===== config.mk =====
export PLATFORM = sky130hd
export DESIGN_NAME = mmio_responder
export DESIGN_NICKNAME = d
export VERILOG_FILES = /design/src/rtl/mmio_pkg.sv /design/src/rtl/mmio_timer.sv /design/src/rtl/mmio_responder.sv
export SDC_FILE = /design/constraint.sdc
export NUM_CORES = 1
export LEC_CHECK = 0
export ABC_AREA = 0
export BUFFER_PORTS_ARGS = -buffer_cell sky130_fd_sc_hd__buf_2
export CAP_MARGIN = 20
export CORE_MARGIN = 2
export CORE_UTILIZATION = 55
export DETAILED_ROUTE_END_ITERATION = 8
export GPL_TIMING_DRIVEN = 0
export HOLD_SLACK_MARGIN = 0.02
export PLACE_DENSITY = 0.84
export RECOVER_POWER = 100
export SLEW_MARGIN = 20
export SYNTH_ARGS = -nofsm -noshare
export SYNTH_HDL_FRONTEND = slang
export SYNTH_SLANG_ARGS = --single-unit

===== constraint.sdc =====
create_clock -name clk_i -period 2.5 [get_ports clk_i]
set_input_delay 0.375 -clock clk_i [delete_from_list [all_inputs] [get_ports clk_i]]
set_output_delay 0.375 -clock clk_i [all_outputs]
set_load 0.05 [all_outputs]

===== src/rtl/mmio_pkg.sv =====
// Shared definitions for the MMIO responder: register map index, CTRL bit
// positions, TIMECMP reset value and a byte-enable merge helper.
package mmio_pkg;

  typedef enum logic [2:0] {
    REG_EXIT    = 3'd0,
    REG_CONSOLE = 3'd1,
    REG_TIMER   = 3'd2,
    REG_TIMECMP = 3'd3,
    REG_CTRL    = 3'd4,
    REG_RSVD5   = 3'd5,
    REG_RSVD6   = 3'd6,
    REG_RSVD7   = 3'd7
  } reg_idx_e;

  localparam int unsigned CTRL_EN_BIT   = 0;
  localparam int unsigned CTRL_PEND_BIT = 1;

  localparam logic [31:0] TIMECMP_RST = 32'hFFFF_FFFF;

  function automatic logic [31:0] be_merge(input logic [31:0] old_val,
                                           input logic [31:0] wdata,
                                           input logic [3:0]  be);
    logic [31:0] res;
    res = old_val;
    for (int unsigned i = 0; i < 4; i++) begin
      if (be[i]) res[8*i +: 8] = wdata[8*i +: 8];
    end
    return res;
  endfunction

endpackage


===== src/rtl/mmio_timer.sv =====
// Free-running timer with compare match: TIMER, TIMECMP, CTRL.EN and the
// sticky CTRL.PEND flag that drives the interrupt.
module mmio_timer
  import mmio_pkg::*;
(
  input  logic        clk_i,
  input  logic        rstn_i,
  input  logic        wr_timer_i,
  input  logic        wr_timecmp_i,
  input  logic        wr_ctrl_i,
  input  logic [31:0] wdata_i,
  input  logic [3:0]  be_i,
  output logic [31:0] timer_o,
  output logic [31:0] timecmp_o,
  output logic        en_o,
  output logic        pend_o
);

  logic [31:0] timer_q, timer_d;
  logic [31:0] timecmp_q, timecmp_d;
  logic        en_q, en_d;
  logic        pend_q, pend_d;

  always_comb begin
    timer_d   = timer_q;
    timecmp_d = timecmp_q;
    en_d      = en_q;
    pend_d    = pend_q;

    // A bus write to TIMER replaces that cycle's increment
    if (wr_timer_i) begin
      timer_d = be_merge(timer_q, wdata_i, be_i);
    end else if (en_q) begin
      timer_d = timer_q + 32'd1;
    end

    if (wr_timecmp_i) timecmp_d = be_merge(timecmp_q, wdata_i, be_i);

    if (wr_ctrl_i && be_i[0]) begin
      en_d = wdata_i[CTRL_EN_BIT];
      if (wdata_i[CTRL_PEND_BIT]) pend_d = 1'b0;
    end

    // Compare match is applied last so a coincident W1C loses
    if (en_q && (timer_q == timecmp_q)) pend_d = 1'b1;
  end

  always_ff @(posedge clk_i or negedge rstn_i) begin
    if (!rstn_i) begin
      timer_q   <= '0;
      timecmp_q <= TIMECMP_RST;
      en_q      <= 1'b0;
      pend_q    <= 1'b0;
    end else begin
      timer_q   <= timer_d;
      timecmp_q <= timecmp_d;
      en_q      <= en_d;
      pend_q    <= pend_d;
    end
  end

  assign timer_o   = timer_q;
  assign timecmp_o = timecmp_q;
  assign en_o      = en_q;
  assign pend_o    = pend_q;

endmodule


===== src/rtl/mmio_responder.sv =====
// Simple MMIO target: grant wait counter, register decode, exit/console
// side-channel pulses and a timer with level interrupt.
module mmio_responder
  import mmio_pkg::*;
#(
  parameter int unsigned GNT_WAIT = 0
) (
  input  logic        clk_i,
  input  logic        rstn_i,
  input  logic        data_req_i,
  input  logic [31:0] data_addr_i,
  input  logic        data_we_i,
  input  logic [3:0]  data_be_i,
  input  logic [31:0] data_wdata_i,
  output logic        data_gnt_o,
  output logic        data_rvalid_o,
  output logic [31:0] data_rdata_o,
  output logic        exit_valid_o,
  output logic [31:0] exit_value_o,
  output logic        char_valid_o,
  output logic [7:0]  char_o,
  output logic        irq_o
);

  logic [3:0]  wait_cnt_q, wait_cnt_d;
  logic        rvalid_q, rvalid_d;
  logic [31:0] rdata_q, rdata_d;
  logic        exit_valid_q, exit_valid_d;
  logic [31:0] exit_value_q, exit_value_d;
  logic        char_valid_q, char_valid_d;
  logic [7:0]  char_q, char_d;

  logic        gnt;
  logic        wr;
  reg_idx_e    idx;
  logic [31:0] rd_val;
  logic        wr_timer, wr_timecmp, wr_ctrl;
  logic [31:0] timer, timecmp;
  logic        tmr_en, tmr_pend;
  logic        unused_addr;

  assign idx         = reg_idx_e'(data_addr_i[4:2]);
  assign unused_addr = ^{data_addr_i[31:5], data_addr_i[1:0]};

  // With GNT_WAIT=0 the counter never leaves zero, so gnt follows req directly
  assign gnt = data_req_i && (wait_cnt_q == 4'(GNT_WAIT));
  assign wr  = gnt && data_we_i;

  assign wr_timer   = wr && (idx == REG_TIMER);
  assign wr_timecmp = wr && (idx == REG_TIMECMP);
  assign wr_ctrl    = wr && (idx == REG_CTRL);

  always_comb begin
    rd_val = '0;
    case (idx)
      REG_EXIT:    rd_val = exit_value_q;
      REG_TIMER:   rd_val = timer;
      REG_TIMECMP: rd_val = timecmp;
      REG_CTRL:    rd_val = {30'd0, tmr_pend, tmr_en};
      default:     rd_val = '0;
    endcase
  end

  always_comb begin
    wait_cnt_d   = (data_req_i && !gnt) ? wait_cnt_q + 4'd1 : '0;
    rvalid_d     = gnt;
    rdata_d      = (gnt && !data_we_i) ? rd_val : '0;
    exit_valid_d = wr && (idx == REG_EXIT) && (|data_be_i);
    exit_value_d = exit_valid_d ? be_merge(exit_value_q, data_wdata_i, data_be_i)
                                : exit_value_q;
    char_valid_d = wr && (idx == REG_CONSOLE) && data_be_i[0];
    char_d       = char_valid_d ? data_wdata_i[7:0] : char_q;
  end

  always_ff @(posedge clk_i or negedge rstn_i) begin
    if (!rstn_i) begin
      wait_cnt_q   <= '0;
      rvalid_q     <= 1'b0;
      rdata_q      <= '0;
      exit_valid_q <= 1'b0;
      exit_value_q <= '0;
      char_valid_q <= 1'b0;
      char_q       <= '0;
    end else begin
      wait_cnt_q   <= wait_cnt_d;
      rvalid_q     <= rvalid_d;
      rdata_q      <= rdata_d;
      exit_valid_q <= exit_valid_d;
      exit_value_q <= exit_value_d;
      char_valid_q <= char_valid_d;
      char_q       <= char_d;
    end
  end

  mmio_timer u_timer (
    .clk_i        (clk_i),
    .rstn_i       (rstn_i),
    .wr_timer_i   (wr_timer),
    .wr_timecmp_i (wr_timecmp),
    .wr_ctrl_i    (wr_ctrl),
    .wdata_i      (data_wdata_i),
    .be_i         (data_be_i),
    .timer_o      (timer),
    .timecmp_o    (timecmp),
    .en_o         (tmr_en),
    .pend_o       (tmr_pend)
  );

  assign data_gnt_o    = gnt;
  assign data_rvalid_o = rvalid_q;
  assign data_rdata_o  = rdata_q;
  assign exit_valid_o  = exit_valid_q;
  assign exit_value_o  = exit_value_q;
  assign char_valid_o  = char_valid_q;
  assign char_o        = char_q;
  assign irq_o         = tmr_pend;

endmodule


==> results of run 1 <==
logic make-up after synthesis:
logic type	after synthesis	synth area share
multiplexers	108	0.1605
AO/OA/AOI/OAI	100	0.08786
flip-flops	145	0.5021
adder cells (fa/ha/maj)	3	0.005138
XOR/XNOR	34	0.04076
AND/OR/NAND/NOR	241	0.1721
buffers and inverters	53	0.03151
layout make-up:
class	instances	area, um^2	area share
multi-input combinational	486	3411	0.3954
tap	176	220.2	0.02553
clock buffer	20	436.7	0.05062
timing repair buffer	119	525.5	0.06091
sequential	145	3669	0.4252
inverter	13	48.80	0.005656
clock inverter	12	135.1	0.01566
buffer	40	181.4	0.02103
placed cells by master (no fill, tap or decap), types with 3 or more instances in the layout:
master,count
nand2_2,8
clkbuf_1,101
and2_1,4
mux2_2,72
dfstp_2,32
xnor2_1,19
o211ai_1,8
nor2_1,85
nor4_1,10
ha_1,3
nor3_1,15
and2_0,3
clkinvlp_4,4
buf_4,5
a31oi_1,5
xor2_1,15
inv_1,12
o22ai_1,4
a21oi_1,47
mux2i_1,35
dfrtp_1,113
a311oi_1,3
clkinv_4,3
and4_1,5
and3_1,16
nand3_1,25
o32ai_1,3
o21ai_0,8
nand2_1,36
nand4_1,15
o221a_2,4
clkbuf_16,17
nor2b_1,4
buf_1,4
buf_2,47
worst max-delay path: stages (launching register included):
cell       delay [ns]
dfrtp_1          0.37
inv_1            0.07
ha_1             0.25
nand4bb_4        0.14
inv_2            0.15
nand2_1          0.15
clkbuf_1         0.41
buf_2            0.35
nand2_1          0.12
mux2i_1          0.16
nor2_1           0.06
synthesized netlist by cell type (all sizes together), types with 3 or more instances:
| library cell | n |
|---|---|
| dfrtp | 113 |
| nor2 | 85 |
| mux2 | 73 |
| a21oi | 48 |
| nand2 | 45 |
| mux2i | 35 |
| dfstp | 32 |
| nand3 | 25 |
| clkbuf | 21 |
| buf | 19 |
| xnor2 | 19 |
| and3 | 16 |
| nand4 | 16 |
| nor3 | 15 |
| xor2 | 15 |
| inv | 13 |
| nor4 | 12 |
| o211ai | 8 |
| o21ai | 8 |
| and2 | 7 |
| a31oi | 5 |
| and4 | 5 |
| nor2b | 4 |
| o221a | 4 |
| o22ai | 4 |
| a311oi | 3 |
| ha | 3 |
| o32ai | 3 |
layer usage:
metal,track usage,share of wire
met5,0,0
met3,0.07902,0.078
met4,0.1168,0.033
met2,0.4353,0.47
met1,0.3687,0.42
state kept, by name (all words and copies together), names as in the netlist, 4 cells and up:
signal	cells
data_rdata_o	32
char_o	8
wait_cnt_q	4
exit_value_o	32
u_timer.timecmp_o	32
u_timer.timer_o	32
what timing repair did:
action                                 CTS  global route
endpoints found under the hold margin   53             0
resized for setup                        0             2
setup endpoints to repair                0            39
hold buffers                             1             0
buffers inserted                         0             2
per-stage QoR:
step | cells | setup WS [ns] | setup TNS, ns
2_1_floorplan | 684 | 0.3925 | 0
5_1_grt | 1011 | 0.003841 | 0
3_3_place_gp | 975 | -0.9583 | -111.51
6_report | 1011 | 0.1519 | 0
3_5_place_dp | 976 | 0.03107 | 0
4_1_cts | 1009 | 0.02633 | 0
path summary, 6_finish.rpt:
kind,to,from
hold / removal,u_timer.timer_o[18],data_wdata_i[18]
setup reg to reg,u_timer.timer_o[25],wait_cnt_q[0]
hold reg to reg,char_o[3],char_o[3]
min in group asynchronous,u_timer.timer_o[21],rstn_i
setup / recovery,u_timer.timer_o[25],wait_cnt_q[0]
max in group asynchronous,u_timer.timecmp_o[7],rstn_i
power by group:
| group | total [mW] | switching (mW) | leakage, nW | internal (mW) |
|---|---|---|---|---|
| Sequential | 3.22 | 0.400 | 1.78 | 2.82 |
| Combinational | 2.09 | 1.38 | 1.74 | 0.711 |
| Clock | 2.46 | 0.990 | 0.267 | 1.47 |
| Total | 7.77 | 2.77 | 3.79 | 5.00 |
==> out/qor.yml, run 1 <==
cp.arrival_ns: 2.66
ff2ff_path_depth: 10
core_um2: 13090
synthDistinctLibCells: 57
synth_top_flop_cell: "dfrtp_1"
finalWirelength_um: 19250
cts_buffer_depth: 2
setup-violations-final: 0
nFillCells: 1060
avgSynthCellArea_um2: 10.68
rsz0062_at_grt: "false"
post-route-min-period_ns: 2.348
final_core_util: 0.6593
synthCells: 684
htreeDepth: 4
yosysTopAreaCellShare: 0.3871
ff2ff_setup_slack_ns: 0.15
holdPathStages: 3
drv_slew: 73
seq_area_frac_synth: 0.5021
grt_pass1_wl_um: 30710
ir_drop_mv: 0.6258
post_drt_wl_per_cell_um: 19.04
stdcell_area_um2: 8627
crit_fanout: 11
nets: 897
dpl_cell_area_um2: 8139
drc: 0
worst_pin_slew_ns: 1.777
finClkSkew_ns: 0.01024
grt_max_degree: 74
synth-edff-count: 0
std_cell_rows: 42
p_per_area_nw_per_um2: 900.7
drive_gt1_frac: 0.2503
path_clk_slew_ns: 0.06
total_power_mw: 7.770
io_pins: 149
cts_buffers: 17
yosysWarningCount: 0
syn2layout_area_growth_pct: 18.09
worst_hold_slack_ns: 0.2116
overflow: 0
clock_latency_ns: 0.43
die_h_um: 119.3
drt_first_pass_iters: 7
hold_viol: 0
cts.sinks: 145
via_count: 6070
power.leakage_nw: 3.786
required_ns: 2.81
ys_top_cells_by_area: "dfrtp_1 39%, dfstp_2 12%, mux2_2 11%, mux2i_1 4.8%, nor2_1 4.4%"
die-area_um2: 14220
setup.worst_path.start_class: "flop"
clockRootBuffer: "clkbuf_16"
dpl.hpwl_um: 13740
synth_nets: 759
synth_top_cell_by_area: "dfrtp_1"
crit_path_end_kind: "flop"
violations: "max-capacitance violations, max-slew violations"
n_antenna_cell: 0
start_util: 0.5583
min-delay-path-class: "primary input to flop"
first_global_vias: 5863
worst-setup-path-type: "flop to flop"
syn_area_um2: 7306
status: "finished, violations left"
cts_tree: "built"
port_buffers: 115
drt_iter0_drc: 640
ys_ff_latch: 145
synth-async-reset-ratio: 1.000
timing.fmax_mhz: 425.9
antenna_found_initial: 0
globalplace.congestion: 0.9714
maxCapViolCount: 1
max-slew-margin-rel: -0.1846
fp.dieW_um: 119.3
final_antenna_net_count: 0
period_share: 0.9392
grtUsageTotal: 0.2797
via_per_inst: 6.004
No activity file was read; power rests on OpenSTA's default activity.
==> run 2: changes to the inputs <==
- MAX_ROUTING_LAYER: default -> met4
==> out/qor.yml, run 2 (synthesized netlist as in run 1, its figures left out) <==
hold_end: "u_timer.timer_o[18]"
cts.sinks: 145
setup-violations-final: 0
period_share: 0.9533
swShare: 0.3357
slowest_stage: "dfrtp_1"
finalWirelength_um: 19340
clockRootBuffer: "clkbuf_16"
cell_internal_pwr_mw: 5.429
switchingPower_mw: 2.744
first_global_vias: 5855
max-slew-margin-rel: -0.05664
finClkSkew_ns: 0.006216
std_cell_rows: 42
power.leakage_nw: 3.853
violations: "max-capacitance violations, max-slew violations"
grt_max_degree: 83
drt_first_pass_iters: 7
via_count: 5974
die_h_um: 119.3
worst-setup-path-type: "flop to flop"
r2r-start: "wait_cnt_q[0]"
combPwrFrac: 0.256
hold_viol: 0
post_drt_wl_per_cell_um: 19.09
cts_tree: "built"
clock_latency_ns: 0.43
globalplace.congestion: 0.9780
status: "finished, violations left"
drc: 0
dpl_cell_area_um2: 8139
r2r_end: "exit_value_o[30]"
cts_buffers: 17
nFillCells: 1043
min-delay-start: "data_wdata_i[18]"
antenna_found_initial: 1
drt_iter0_drc: 617
die-area_um2: 14220
grt_pass1_wl_um: 31190
final_core_util: 0.6682
crit_path_end_kind: "flop"
drive_gt1_frac: 0.2536
total_power_mw: 8.172
crit_family: "simple AND/OR/NAND/NOR gates"
fp.dieW_um: 119.3
ir_drop_mv: 0.4782
layout_common_cells: "113 x dfrtp_1, 100 x clkbuf_1, 85 x nor2_1, 72 x mux2_2, 47 x a21oi_1"
post-route-min-period_ns: 2.383
path_cells: "inv_1 -> ha_1 -> nand4bb_4 -> inv_2 -> nand2_4 -> nor4_4 -> clkbuf_2 -> nand2_2 -> mux2_2"
crit_fanout: 11
clockPowerShare: 0.351
dpl.hpwl_um: 13770
timing.fmax_mhz: 419.6
overflow: 0
final_antenna_net_count: 0
required_ns: 2.81
via_per_inst: 5.897
path_clk_slew_ns: 0.06
crit_path_max_incr_delay_ns: 0.39
drv_slew: 64
worst_pin_slew_ns: 1.585
final_common_cell: "dfrtp_1"
nets: 898
setup.worst_path.start_class: "flop"
start_util: 0.5583
maxCapViolCount: 1
path_buf_inv: 3
syn2layout_area_growth_pct: 19.68
p_per_area_nw_per_um2: 934.7
port_buffers: 115
ff2ff_setup_slack_ns: 0.12
power.share.sequential: 0.393
holdPathStages: 3
grtUsageTotal: 0.2920
core_um2: 13090
cp.arrival_ns: 2.70
min-delay-path-class: "primary input to flop"
io_pins: 149
ff2ff_path_depth: 9
htreeDepth: 4
stdcell_area_um2: 8743
rsz0062_at_grt: "false"
cts_buffer_depth: 2
## run 2: cell types whose count changed in the layout (fill, tap and decap cells not counted), sizes merged
cell / before / now
clkbuf: 120 / 127
buf: 58 / 55
bufinv: 2 / 5
clkinv: 5 / 2
clkinvlp: 4 / 2
diode: 0 / 1
inv: 14 / 13
## run 2: metrics by stage
| step | hold slack [ns] | std cells | TNS [ns] | setup WS, ns |
|---|---|---|---|---|
| floorplan | 0.07941 | 684 | 0 | 0.3925 |
| global placement | 0.4828 | 975 | -111.29 | -0.9595 |
| detailed placement | 0.3432 | 976 | 0 | 0.02165 |
| CTS | 0.1983 | 1009 | 0 | 0.01313 |
| global route | 0.2146 | 1013 | 0 | 0.003377 |
| finish | 0.2159 | 1013 | 0 | 0.1167 |
## run 2: worst max path at each step
stage                  start             endpoint  slack [ns]  depth (start not counted)
2_1_floorplan  wait_cnt_q[0]     exit_value_o[24]        0.39                          8
3_3_place_gp          rstn_i            char_o[7]       -0.96                          1
3_5_place_dp   wait_cnt_q[0]      exit_value_o[7]        0.02                          8
4_1_cts        wait_cnt_q[0]      exit_value_o[8]        0.01                          8
5_1_grt        wait_cnt_q[0]  u_timer.timer_o[22]       0.003                          8
6_report       wait_cnt_q[0]     exit_value_o[30]        0.12                          9
## run 2: power by group through the flow
stage	registers (mW)	clock network [mW]	logic [mW]
6_report	3.21	2.87	2.09
5_1_grt	3.27	3.01	2.24
4_1_cts	3.19	2.90	2.12
3_5_place_dp	3.23	0	2.10
3_3_place_gp	3.21	0	2.06
2_1_floorplan	3.65	0	1.03
## run 2: cell type report
class,instances,area [um^2],area share
Sequential cell,145,3669,0.4196
Tap cell,176,220.2,0.02519
Clock inverter,9,175.2,0.02003
Antenna cell,1,2.502,0.0002862
Clock buffer,23,498.0,0.05695
Inverter,13,48.80,0.005581
Timing Repair Buffer,120,538.0,0.06153
Multi-Input combinational cell,486,3411,0.3901
Buffer,40,181.4,0.02075
## run 2: layer usage
metal  track usage  vias to the layer above  wire, um
met5             -                        -         0
met4        0.1421                        0       727
met3       0.06082                       52      1328
met2        0.4314                      258      8881
met1        0.3859                     2924      8399
li1              -                     2740         -
## run 2: timing repair
| action | 4_1_cts | 5_1_grt |
|---|---|---|
| hold endpoints to repair | 49 | 0 |
| endpoints found under the setup margin | 0 | 34 |
| resized for setup | 0 | 1 |
| hold buffers | 1 | 0 |
| buffers inserted | 0 | 3 |
## run 2: worst min-delay path: stages
cell and delay (ns):
buf_2 0.11, nand2_1 0.05, o211ai_1 0.07
